$ cat config.mk
export PLATFORM = sky130hd
export DESIGN_NAME = instr_fetch_flat
export DESIGN_NICKNAME = d
export VERILOG_FILES = /design/src/rtl/instr_fetch_if.sv /design/src/rtl/instr_fetch.sv /design/src/flat_wrapper.sv
export SDC_FILE = /design/constraint.sdc
export NUM_CORES = 1
export LEC_CHECK = 0
export CAP_MARGIN = 25
export CORE_ASPECT_RATIO = 1.2
export CORE_UTILIZATION = 30
export DETAILED_ROUTE_END_ITERATION = 16
export DONT_BUFFER_PORTS = 1
export PLACE_DENSITY_LB_ADDON = 0.12
export SETUP_SLACK_MARGIN = 0.05
export SLEW_MARGIN = 20
export SYNTH_ARGS = -nofsm -noshare
export SYNTH_HDL_FRONTEND = slang
export SYNTH_SLANG_ARGS = --single-unit
$ cat constraint.sdc
create_clock -name clk -period 6.8 [get_ports clk]
set_input_delay 1.7 -clock clk [delete_from_list [all_inputs] [get_ports clk]]
set_output_delay 1.7 -clock clk [all_outputs]
set_load 0.05 [all_outputs]
$ cat src/rtl/instr_fetch_if.sv
// instr_fetch_if: memory request/response, redirect and decode-side signals of the fetch unit
interface instr_fetch_if;
  logic        imem_req_valid;
  logic        imem_req_ready;
  logic [31:0] imem_req_addr;
  logic        imem_rsp_valid;
  logic [31:0] imem_rsp_data;
  logic        redirect_valid;
  logic [31:0] redirect_pc;
  logic        out_valid;
  logic        out_ready;
  logic [31:0] out_instr;
  logic [31:0] out_pc;
  logic        fetch_fault;
  modport master (
    output imem_req_valid, imem_req_addr, out_valid, out_instr, out_pc, fetch_fault,
    input  imem_req_ready, imem_rsp_valid, imem_rsp_data, redirect_valid, redirect_pc, out_ready
  );
  modport slave (
    input  imem_req_valid, imem_req_addr, out_valid, out_instr, out_pc, fetch_fault,
    output imem_req_ready, imem_rsp_valid, imem_rsp_data, redirect_valid, redirect_pc, out_ready
  );
endinterface

$ cat src/rtl/instr_fetch.sv
// instr_fetch: in-order fetch with 2-entry buffer, redirect flush and stale-response dropping.
// Define IFETCH_MISALIGN_CHK_EN to enable the sticky misaligned-redirect fault.
module instr_fetch #(
  parameter logic [31:0] RESET_PC = 32'h0000_0000,
  parameter int          PC_STEP  = 4
) (
  input logic           clk,
  input logic           rst,
  instr_fetch_if.master bus
);
  localparam logic [31:0] STEP = 32'(PC_STEP);
  logic [31:0] fetch_pc_q, fetch_pc_d, rsp_pc_q, rsp_pc_d, tgt;
  logic [31:0] buf_pc_q [2];
  logic [31:0] buf_instr_q [2];
  logic [1:0]  buf_cnt_q, buf_cnt_d, live_q, live_d, drop_q, drop_d, live_nx, drop_nx;
  logic        head_q, head_d, fault_q, fault_d, mis, tail;
  logic        req_v, req_hs, pop, push, rsp_live, rsp_drop;
`ifdef IFETCH_MISALIGN_CHK_EN
  assign tgt = bus.redirect_pc;
  assign mis = |bus.redirect_pc[1:0];
  assign bus.fetch_fault = fault_q;
`else
  assign tgt = bus.redirect_pc & ~32'h3;
  assign mis = 1'b0;
  assign bus.fetch_fault = 1'b0;
`endif
  assign bus.imem_req_valid = req_v;
  assign bus.imem_req_addr  = fetch_pc_q;
  assign bus.out_valid      = buf_cnt_q != 2'd0;
  assign bus.out_pc         = buf_pc_q[head_q];
  assign bus.out_instr      = buf_instr_q[head_q];
  // a slot freed by this cycle's pop counts as space, keeping 1/cycle throughput
  always_comb begin
    pop       = bus.out_valid && bus.out_ready;
    req_v     = !rst && !bus.redirect_valid && !fault_q &&
                (3'(buf_cnt_q) + 3'(live_q) - 3'(pop) < 3'd2) &&
                (3'(live_q) + 3'(drop_q) < 3'd2);
    req_hs    = req_v && bus.imem_req_ready;
    rsp_drop  = bus.imem_rsp_valid && drop_q != 2'd0;
    rsp_live  = bus.imem_rsp_valid && drop_q == 2'd0;
    push      = rsp_live && !bus.redirect_valid;
    tail      = head_q ^ buf_cnt_q[0];
    live_nx   = live_q + 2'(req_hs) - 2'(rsp_live);
    drop_nx   = drop_q - 2'(rsp_drop);
    live_d    = bus.redirect_valid ? 2'd0 : live_nx;
    drop_d    = bus.redirect_valid ? drop_nx + live_nx : drop_nx;
    buf_cnt_d = bus.redirect_valid ? 2'd0 : buf_cnt_q + 2'(push) - 2'(pop);
    head_d    = head_q ^ pop;
    fetch_pc_d = bus.redirect_valid ? tgt : fetch_pc_q + (req_hs ? STEP : 32'd0);
    rsp_pc_d  = bus.redirect_valid ? tgt : rsp_pc_q + (push ? STEP : 32'd0);
    fault_d   = fault_q || (bus.redirect_valid && mis);
  end
  always_ff @(posedge clk) begin
    if (rst) begin
      fetch_pc_q <= RESET_PC;
      rsp_pc_q   <= RESET_PC;
      buf_cnt_q  <= 2'd0;
      live_q     <= 2'd0;
      drop_q     <= 2'd0;
      head_q     <= 1'b0;
      fault_q    <= 1'b0;
    end else begin
      fetch_pc_q <= fetch_pc_d;
      rsp_pc_q   <= rsp_pc_d;
      buf_cnt_q  <= buf_cnt_d;
      live_q     <= live_d;
      drop_q     <= drop_d;
      head_q     <= head_d;
      fault_q    <= fault_d;
    end
  end
  always_ff @(posedge clk) begin
    if (push) begin
      buf_pc_q[tail]    <= rsp_pc_q;
      buf_instr_q[tail] <= bus.imem_rsp_data;
    end
  end
endmodule
$ cat src/flat_wrapper.sv
// flat-port wrapper written by rule: the top's interface ports become plain ports
module instr_fetch_flat 
#(
  parameter logic [31:0] RESET_PC = 32'h0000_0000,
  parameter int          PC_STEP  = 4
)
  (clk, rst, bus_imem_req_valid, bus_imem_req_addr, bus_out_valid, bus_out_instr, bus_out_pc, bus_fetch_fault, bus_imem_req_ready, bus_imem_rsp_valid, bus_imem_rsp_data, bus_redirect_valid, bus_redirect_pc, bus_out_ready);
  instr_fetch_if bus_i ();
  input logic clk;
  input logic rst;
  output wire logic [$bits(bus_i.imem_req_valid)-1:0] bus_imem_req_valid;
  output wire logic [$bits(bus_i.imem_req_addr)-1:0] bus_imem_req_addr;
  output wire logic [$bits(bus_i.out_valid)-1:0] bus_out_valid;
  output wire logic [$bits(bus_i.out_instr)-1:0] bus_out_instr;
  output wire logic [$bits(bus_i.out_pc)-1:0] bus_out_pc;
  output wire logic [$bits(bus_i.fetch_fault)-1:0] bus_fetch_fault;
  input wire logic [$bits(bus_i.imem_req_ready)-1:0] bus_imem_req_ready;
  input wire logic [$bits(bus_i.imem_rsp_valid)-1:0] bus_imem_rsp_valid;
  input wire logic [$bits(bus_i.imem_rsp_data)-1:0] bus_imem_rsp_data;
  input wire logic [$bits(bus_i.redirect_valid)-1:0] bus_redirect_valid;
  input wire logic [$bits(bus_i.redirect_pc)-1:0] bus_redirect_pc;
  input wire logic [$bits(bus_i.out_ready)-1:0] bus_out_ready;
  assign bus_imem_req_valid = bus_i.imem_req_valid;
  assign bus_imem_req_addr = bus_i.imem_req_addr;
  assign bus_out_valid = bus_i.out_valid;
  assign bus_out_instr = bus_i.out_instr;
  assign bus_out_pc = bus_i.out_pc;
  assign bus_fetch_fault = bus_i.fetch_fault;
  assign bus_i.imem_req_ready = bus_imem_req_ready;
  assign bus_i.imem_rsp_valid = bus_imem_rsp_valid;
  assign bus_i.imem_rsp_data = bus_imem_rsp_data;
  assign bus_i.redirect_valid = bus_redirect_valid;
  assign bus_i.redirect_pc = bus_redirect_pc;
  assign bus_i.out_ready = bus_out_ready;
  instr_fetch #(.RESET_PC(RESET_PC), .PC_STEP(PC_STEP)) u_core (.clk(clk), .rst(rst), .bus(bus_i));
endmodule
==> run metrics, run 1 <==
Max Slew Vio Count=0; vias in the first global route=about 4.6k; clock tree buffer depth=2; core area=~26000 um2; EDFF count, synth=124; Synth Flop Type=edfxtp_1; setup TNS=0 ns; Cells after Synth=605; Synth async-reset ratio=0%; endpoints failing setup=0; DRC=12; CP Max Fanout=2; Via Count=4515; Seq cells post-synth=approximately 190; GP Congestion=approximately 0.79; Clk Latency, worst-skew pair=0.44 ns; Die Y=about 180 um; r2r setup slk=between 2 and 3 ns; clock-pin slew on the worst setup and hold paths=approximately 0.070 ns; area of the multi-input gates=roughly 2900 um2; design area=approximately 9000 um2; Post-Route Skew=about 0.015 ns; initial cell density of the core=approximately 31%; Clock Sinks=191; nets=between 600 and 700; post-CTS resize count=0; commonest non-fill, non-tap cells in the layout=edfxtp_1, dfxtp_1, mux2_2; first-pass GRT wire length=between 20000 and 30000 um; Util after Layout=around 34%; H-tree depth=4; Post-Syn Area per Cell=approximately 13 um2; setup bufs post-CTS=0; Inst Count DP=917; post-route insts no fill=between 900 and 1k; Worst setup SP type=input port; # fillers=2575; gr usage total=about an eighth; I/O Pins=between 150 and 200; Place WS=approximately 1.7 ns; final hold violations=0; yosys warns=0; slowest CP cell=fa_1; hold crit path type=register to register; Final min period=approximately 4.8 ns; DR WL/cell=about 18 um; port buffer count=0; placed inst area=~8500 um2; HPWL Detailed=11900 um; die width=152 um; initial DRC count=192; Hold WS=0.481 ns; Arr. time, crit path=approximately 3.1 ns; synthesis-to-finish area growth=11.5%; CP cell instances=and2_1, ha_1, inv_1, nand2_1, fa_1, nand3_1, nor2_1, buf_4; Power per Cell Area=about 330 nW/um2; required time of the worst setup path=5.10 ns; Synth cell types=43; cts bufs inserted=17; post-synthesis sequential area ratio=62.3%; worst setup margin=approximately 2.0 ns; RR Startpoint=u_core.buf_cnt_q[1]; cell area after synthesis=roughly 8100 um2; LEAKAGE=around 2.9 nW; storage element area=5070 um2; drt pass-1 iters=10; max capacitance violation total=0; commonest non-fill, non-tap cell in the layout=edfxtp_1; final wirelength=around 17000 um; largest net degree at the start of global routing=88; Worst Setup End Kind=output pin; CTS Hold Bufs=0; total power=~3.0 mW; clock root buffer=clkbuf_16; crit-path max cell delay=0.48 ns; RSZ-0062 raised after global routing=false; peak supply drop=roughly 0.16 mV; Worst slew margin=42.4%; Fmax achieved=207 MHz; Worst Setup EP=bus_imem_req_valid; crit path kind=input port to output pin; failing checks=DRC; Tcrit/Tclk final=between 70 and 80%; RR Endpoint=u_core.bus.imem_req_addr[17]; remaining antenna violation count after routing=0; Slew @ Worst Pin=between 0.8 and 0.9 ns; initial antenna violation count=0; FF-to-FF path depth=17; row count=65; Overflow after GRT=0; status=finished, violations left; share of post-route cells with drive strength above 1=about a fifth; number of diodes=0; die area=~28000 um2; CP Launch Point=bus_out_ready; via-per-instance ratio=4.76; TritonCTS clock tree=yes
-- worst max-delay path: cells and delay by family --
kind / cells / cell delay (ns)
fa+ha+maj: 2 / 0.75
simple gates: 4 / 0.38
buf+inv: 2 / 0.29
-- power by group --
group	leakage (nW)	total (mW)	internal [mW]	switching, mW
clock network	0.296	1.01	0.527	0.483
registers	1.70	1.45	1.35	0.102
logic	0.932	0.542	0.140	0.401
-- worst min path at each step --
stage | start | slack [ns] | cells past startpoint | to
2_1_floorplan | u_core.rsp_pc_q[2] | 0.43 | 0 | u_core.buf_pc_q[0][2]
3_3_place_gp | u_core.rsp_pc_q[2] | 0.46 | 0 | u_core.buf_pc_q[0][2]
3_5_place_dp | u_core.rsp_pc_q[31] | 0.47 | 0 | u_core.buf_pc_q[1][31]
4_1_cts | u_core.rsp_pc_q[31] | 0.49 | 0 | u_core.buf_pc_q[0][31]
5_1_grt | u_core.rsp_pc_q[31] | 0.51 | 0 | u_core.buf_pc_q[0][31]
6_report | u_core.rsp_pc_q[31] | 0.48 | 0 | u_core.buf_pc_q[0][31]
-- Yosys cell counts (11+ instances only) --
| cell type | instances | area, um2 |
|---|---|---|
| nor3_1 | 12 | 60.1 |
| a21oi_1 | 15 | 75.1 |
| ha_1 | 11 | 138 |
| inv_1 | 15 | 56.3 |
| nor2_1 | 18 | 67.6 |
| a21boi_1 | 17 | 128 |
| mux2_2 | 62 | 698 |
| nand2_1 | 32 | 120 |
| xor2_1 | 12 | 105 |
| nand3_1 | 14 | 70.1 |
| edfxtp_1 | 124 | 3720 |
| xnor2_1 | 48 | 420 |
| clkbuf_1 | 24 | 90.1 |
| dfxtp_1 | 67 | 1340 |
| o21a_1 | 23 | 173 |
| a21boi_0 | 26 | 195 |
-- cell type report --
cell class              count  area share [%]
repair buffers              5           0.414
flip-flops and latches    191            55.9
clock buffers              17            4.70
clock inverters            15            1.85
well taps                 335            4.63
inverters                  17           0.704
multi-input cells         369            31.8
-- registers in the layout, indices dropped and copies added (netlist names) --
register                  cells
u_core.buf_instr_q           64
u_core.live_q                 2
u_core.rsp_pc_q              30
u_core.buf_pc_q              60
u_core.buf_cnt_q              2
u_core.bus.imem_req_addr     30
u_core.head_q                 1
u_core.drop_q                 2
-- layer usage --
layer  share of wire [%]  up-vias  routed length [um]  global-route usage (%)
li1                    -     2194                   -                       -
met1                  43     2180                7480                    15.9
met2                  47      121                8210                    21.0
met3                 7.8       20                1340                    4.49
met4                 1.6        0                 282                    5.10
met5                   0        -                   0                       0
-- cell families (layout without fill, tap and decap cells) --
kind of cell | Yosys count | count (layout) | synth area share (%)
XOR/XNOR | 60 | 60 | 6.47
adder cells (fa/ha/maj) | 13 | 13 | 2.19
AO/OA/AOI/OAI | 95 | 95 | 8.15
buffers and inverters | 49 | 54 | 2.53
other | 1 | 5 | 0.0462
flip-flops | 191 | 191 | 62.3
AND/OR/NAND/NOR | 134 | 134 | 9.70
multiplexers | 62 | 62 | 8.59
Power figures use the tool's default switching activity.
==> inputs of run 2 (changes only) <==
Clock period 6.8 ns to 4.03 ns, I/O delays scaled along.
==> run 2 against run 1 <==
Against the previous run:
- the run still ends with DRC left
- clock power up 58%
- critical endpoint is now u_core.bus.imem_req_addr[17]
- global-route usage down 0.22 points
- largest power group unchanged
- hold slack worse by 0.014 ns
- setup slack worse by 1.5 ns
- critical path depth up 7
- register-to-register slack worse by 2.0 ns
- critical path type is now input port to register
- via count up 0.86%
- die area unchanged
==> run metrics, run 2 (synthesis gave the netlist of run 1 again) <==
Util after Layout=34.6% (+0.34 points); Most flops, register=u_core.buf_instr_q; required time of the worst setup path=4.31 ns (-0.79 ns); remaining antenna violation count after routing=0 (unchanged); Hold WS=0.467 ns (-0.0137 ns); share of post-route cells with drive strength above 1=20.4% (+1.2 points); Worst setup SP type=input port; placed inst area=8580 um2 (+1.4%); Fmax achieved=roughly 280 MHz; storage element area=5070 um2 (unchanged); Clk Latency, worst-skew pair=0.43 ns (about the same); post-CTS resize count=0 (unchanged); final hold violations=0 (unchanged); Power per Cell Area=545 nW/um2 (+64%); GP Congestion=0.782 (-1.4%); die width=152 um (unchanged); die area=27700 um2 (unchanged); commonest non-fill, non-tap cell in the layout=edfxtp_1; synthesis-to-finish area growth=12.6%; nets=692 (+1.2%); DRC=10 (-2); largest net degree at the start of global routing=88 (unchanged); initial cell density of the core=30.7% (unchanged); max capacitance violation total=0 (unchanged); Post-Route Skew=0.0134 ns (-0.00187 ns); core area=26400 um2 (unchanged); cts bufs inserted=17 (unchanged); first-pass GRT wire length=26900 um (-0.67%); setup bufs post-CTS=0 (unchanged); Worst Setup End Kind=register; drt pass-1 iters=11 (+1); design area=9150 um2 (+0.98%); Via Count=4554 (+0.86%); slowest CP cell=fa_1; Max Slew Vio Count=0 (unchanged); hold crit path type=register to register; biggest regs=u_core.buf_instr_q: 64 flops, u_core.buf_pc_q: 60 flops; Final min period=between 3 and 4 ns; initial DRC count=246 (+28%); HPWL Detailed=11900 um (about the same); row count=65 (unchanged); CP cell instances=and2_1, ha_1, inv_1, nand2_1, fa_1, nand3_1, nor2_4, and2_1, ha_1, nand3_1, or3_1, buf_4, nor3_1, xnor2_1, a21boi_0; # fillers=2518 (-2.2%); status=finished, violations left; endpoints failing setup=0 (unchanged); peak supply drop=0.252 mV (+61%); area of the multi-input gates=2890 um2 (+0.26%); RSZ-0062 raised after global routing=false; max FFs per register=64 (unchanged); Overflow after GRT=0 (unchanged); clock tree buffer depth=2 (unchanged); DR WL/cell=17.8 um (-2.3%); Arr. time, crit path=3.85 ns (+0.72 ns); H-tree depth=4 (unchanged); gr usage total=12.8% (-0.22 points); Clock Sinks=191 (unchanged); crit path kind=input port to register; clock root buffer=clkbuf_16; clock-pin slew on the worst setup and hold paths=0.08 ns (about the same); failing checks=DRC; commonest non-fill, non-tap cells in the layout=edfxtp_1, dfxtp_1, mux2_2; CTS Hold Bufs=0 (unchanged); TritonCTS clock tree=yes; Tcrit/Tclk final=88.5%; I/O Pins=169 (unchanged); crit-path max cell delay=0.48 ns (about the same); CP Max Fanout=11 (+9); Worst slew margin=44.9% (+2.5 points); via-per-instance ratio=4.75 (about the same); LEAKAGE=2.96 nW (+1.2%); Die Y=182 um (unchanged); initial antenna violation count=1 (+1); final wirelength=17100 um (-1.4%); Slew @ Worst Pin=0.826 ns (-0.0370 ns); vias in the first global route=4541 (-1.9%); port buffer count=0 (unchanged)
-- run 2: cell types whose count changed in the layout (fill, tap and decap cells not counted), moves of 3 or more --
| cell | change |
|---|---|
| buf_4 | +4 |
| inv_8 | -5 |
| clkinv_4 | +3 |
| buf_12 | +4 |
-- run 2: path summary, 6_finish.rpt --
path,startpoint,to,slack (ns),depth (start not counted)
max,bus_out_ready,u_core.bus.imem_req_addr[17],0.46,15
min,u_core.rsp_pc_q[2],u_core.buf_pc_q[1][2],0.47,0
max reg2reg,u_core.buf_cnt_q[1],u_core.bus.imem_req_addr[17],0.52,17
min reg2reg,u_core.rsp_pc_q[2],u_core.buf_pc_q[1][2],0.47,0
-- run 2: through the flow --
stage	std cells	TNS [ns]	power [mW]	setup slack, ns
2_1_floorplan	609	0	3.28	0.0572
3_3_place_gp	925	0	3.44	0.0312
3_5_place_dp	925	-0.00748	3.46	-0.00748
4_1_cts	957	0	5.06	0.451
5_1_grt	958	0	5.22	0.284
6_report	958	0	4.99	0.462
-- run 2: critical path, delay by kind of cell --
kind	cells	cell delay, ns
buffers and inverters	2	0.28
XOR/XNOR	1	0.16
adder cells (fa/ha/maj)	3	0.97
AO/OA/AOI/OAI	1	0.10
AND/OR/NAND/NOR	8	1.32
-- run 2: final cells by class --
type / instances / share of cell area [%]
Timing Repair Buffer: 13 / 1.61
Multi-Input combinational cell: 369 / 31.6
Tap cell: 335 / 4.58
Clock inverter: 14 / 1.34
Antenna cell: 1 / 0.0274
Sequential cell: 191 / 55.4
Inverter: 17 / 0.698
Clock buffer: 18 / 4.80
-- run 2: where the power goes --
part / internal, mW / total (mW) / switching (mW)
registers: 2.28 / 2.45 / 0.170
clock network: 0.827 / 1.60 / 0.768
logic: 0.264 / 0.947 / 0.683
-- run 2: per-layer routing --
layer	global-route usage [%]	wire, um	part of all wire (%)
met3	4.04	1230	7.2
met5	0	0	0
met1	16.2	7640	45
met2	20.1	7950	47
met4	5.10	261	1.5
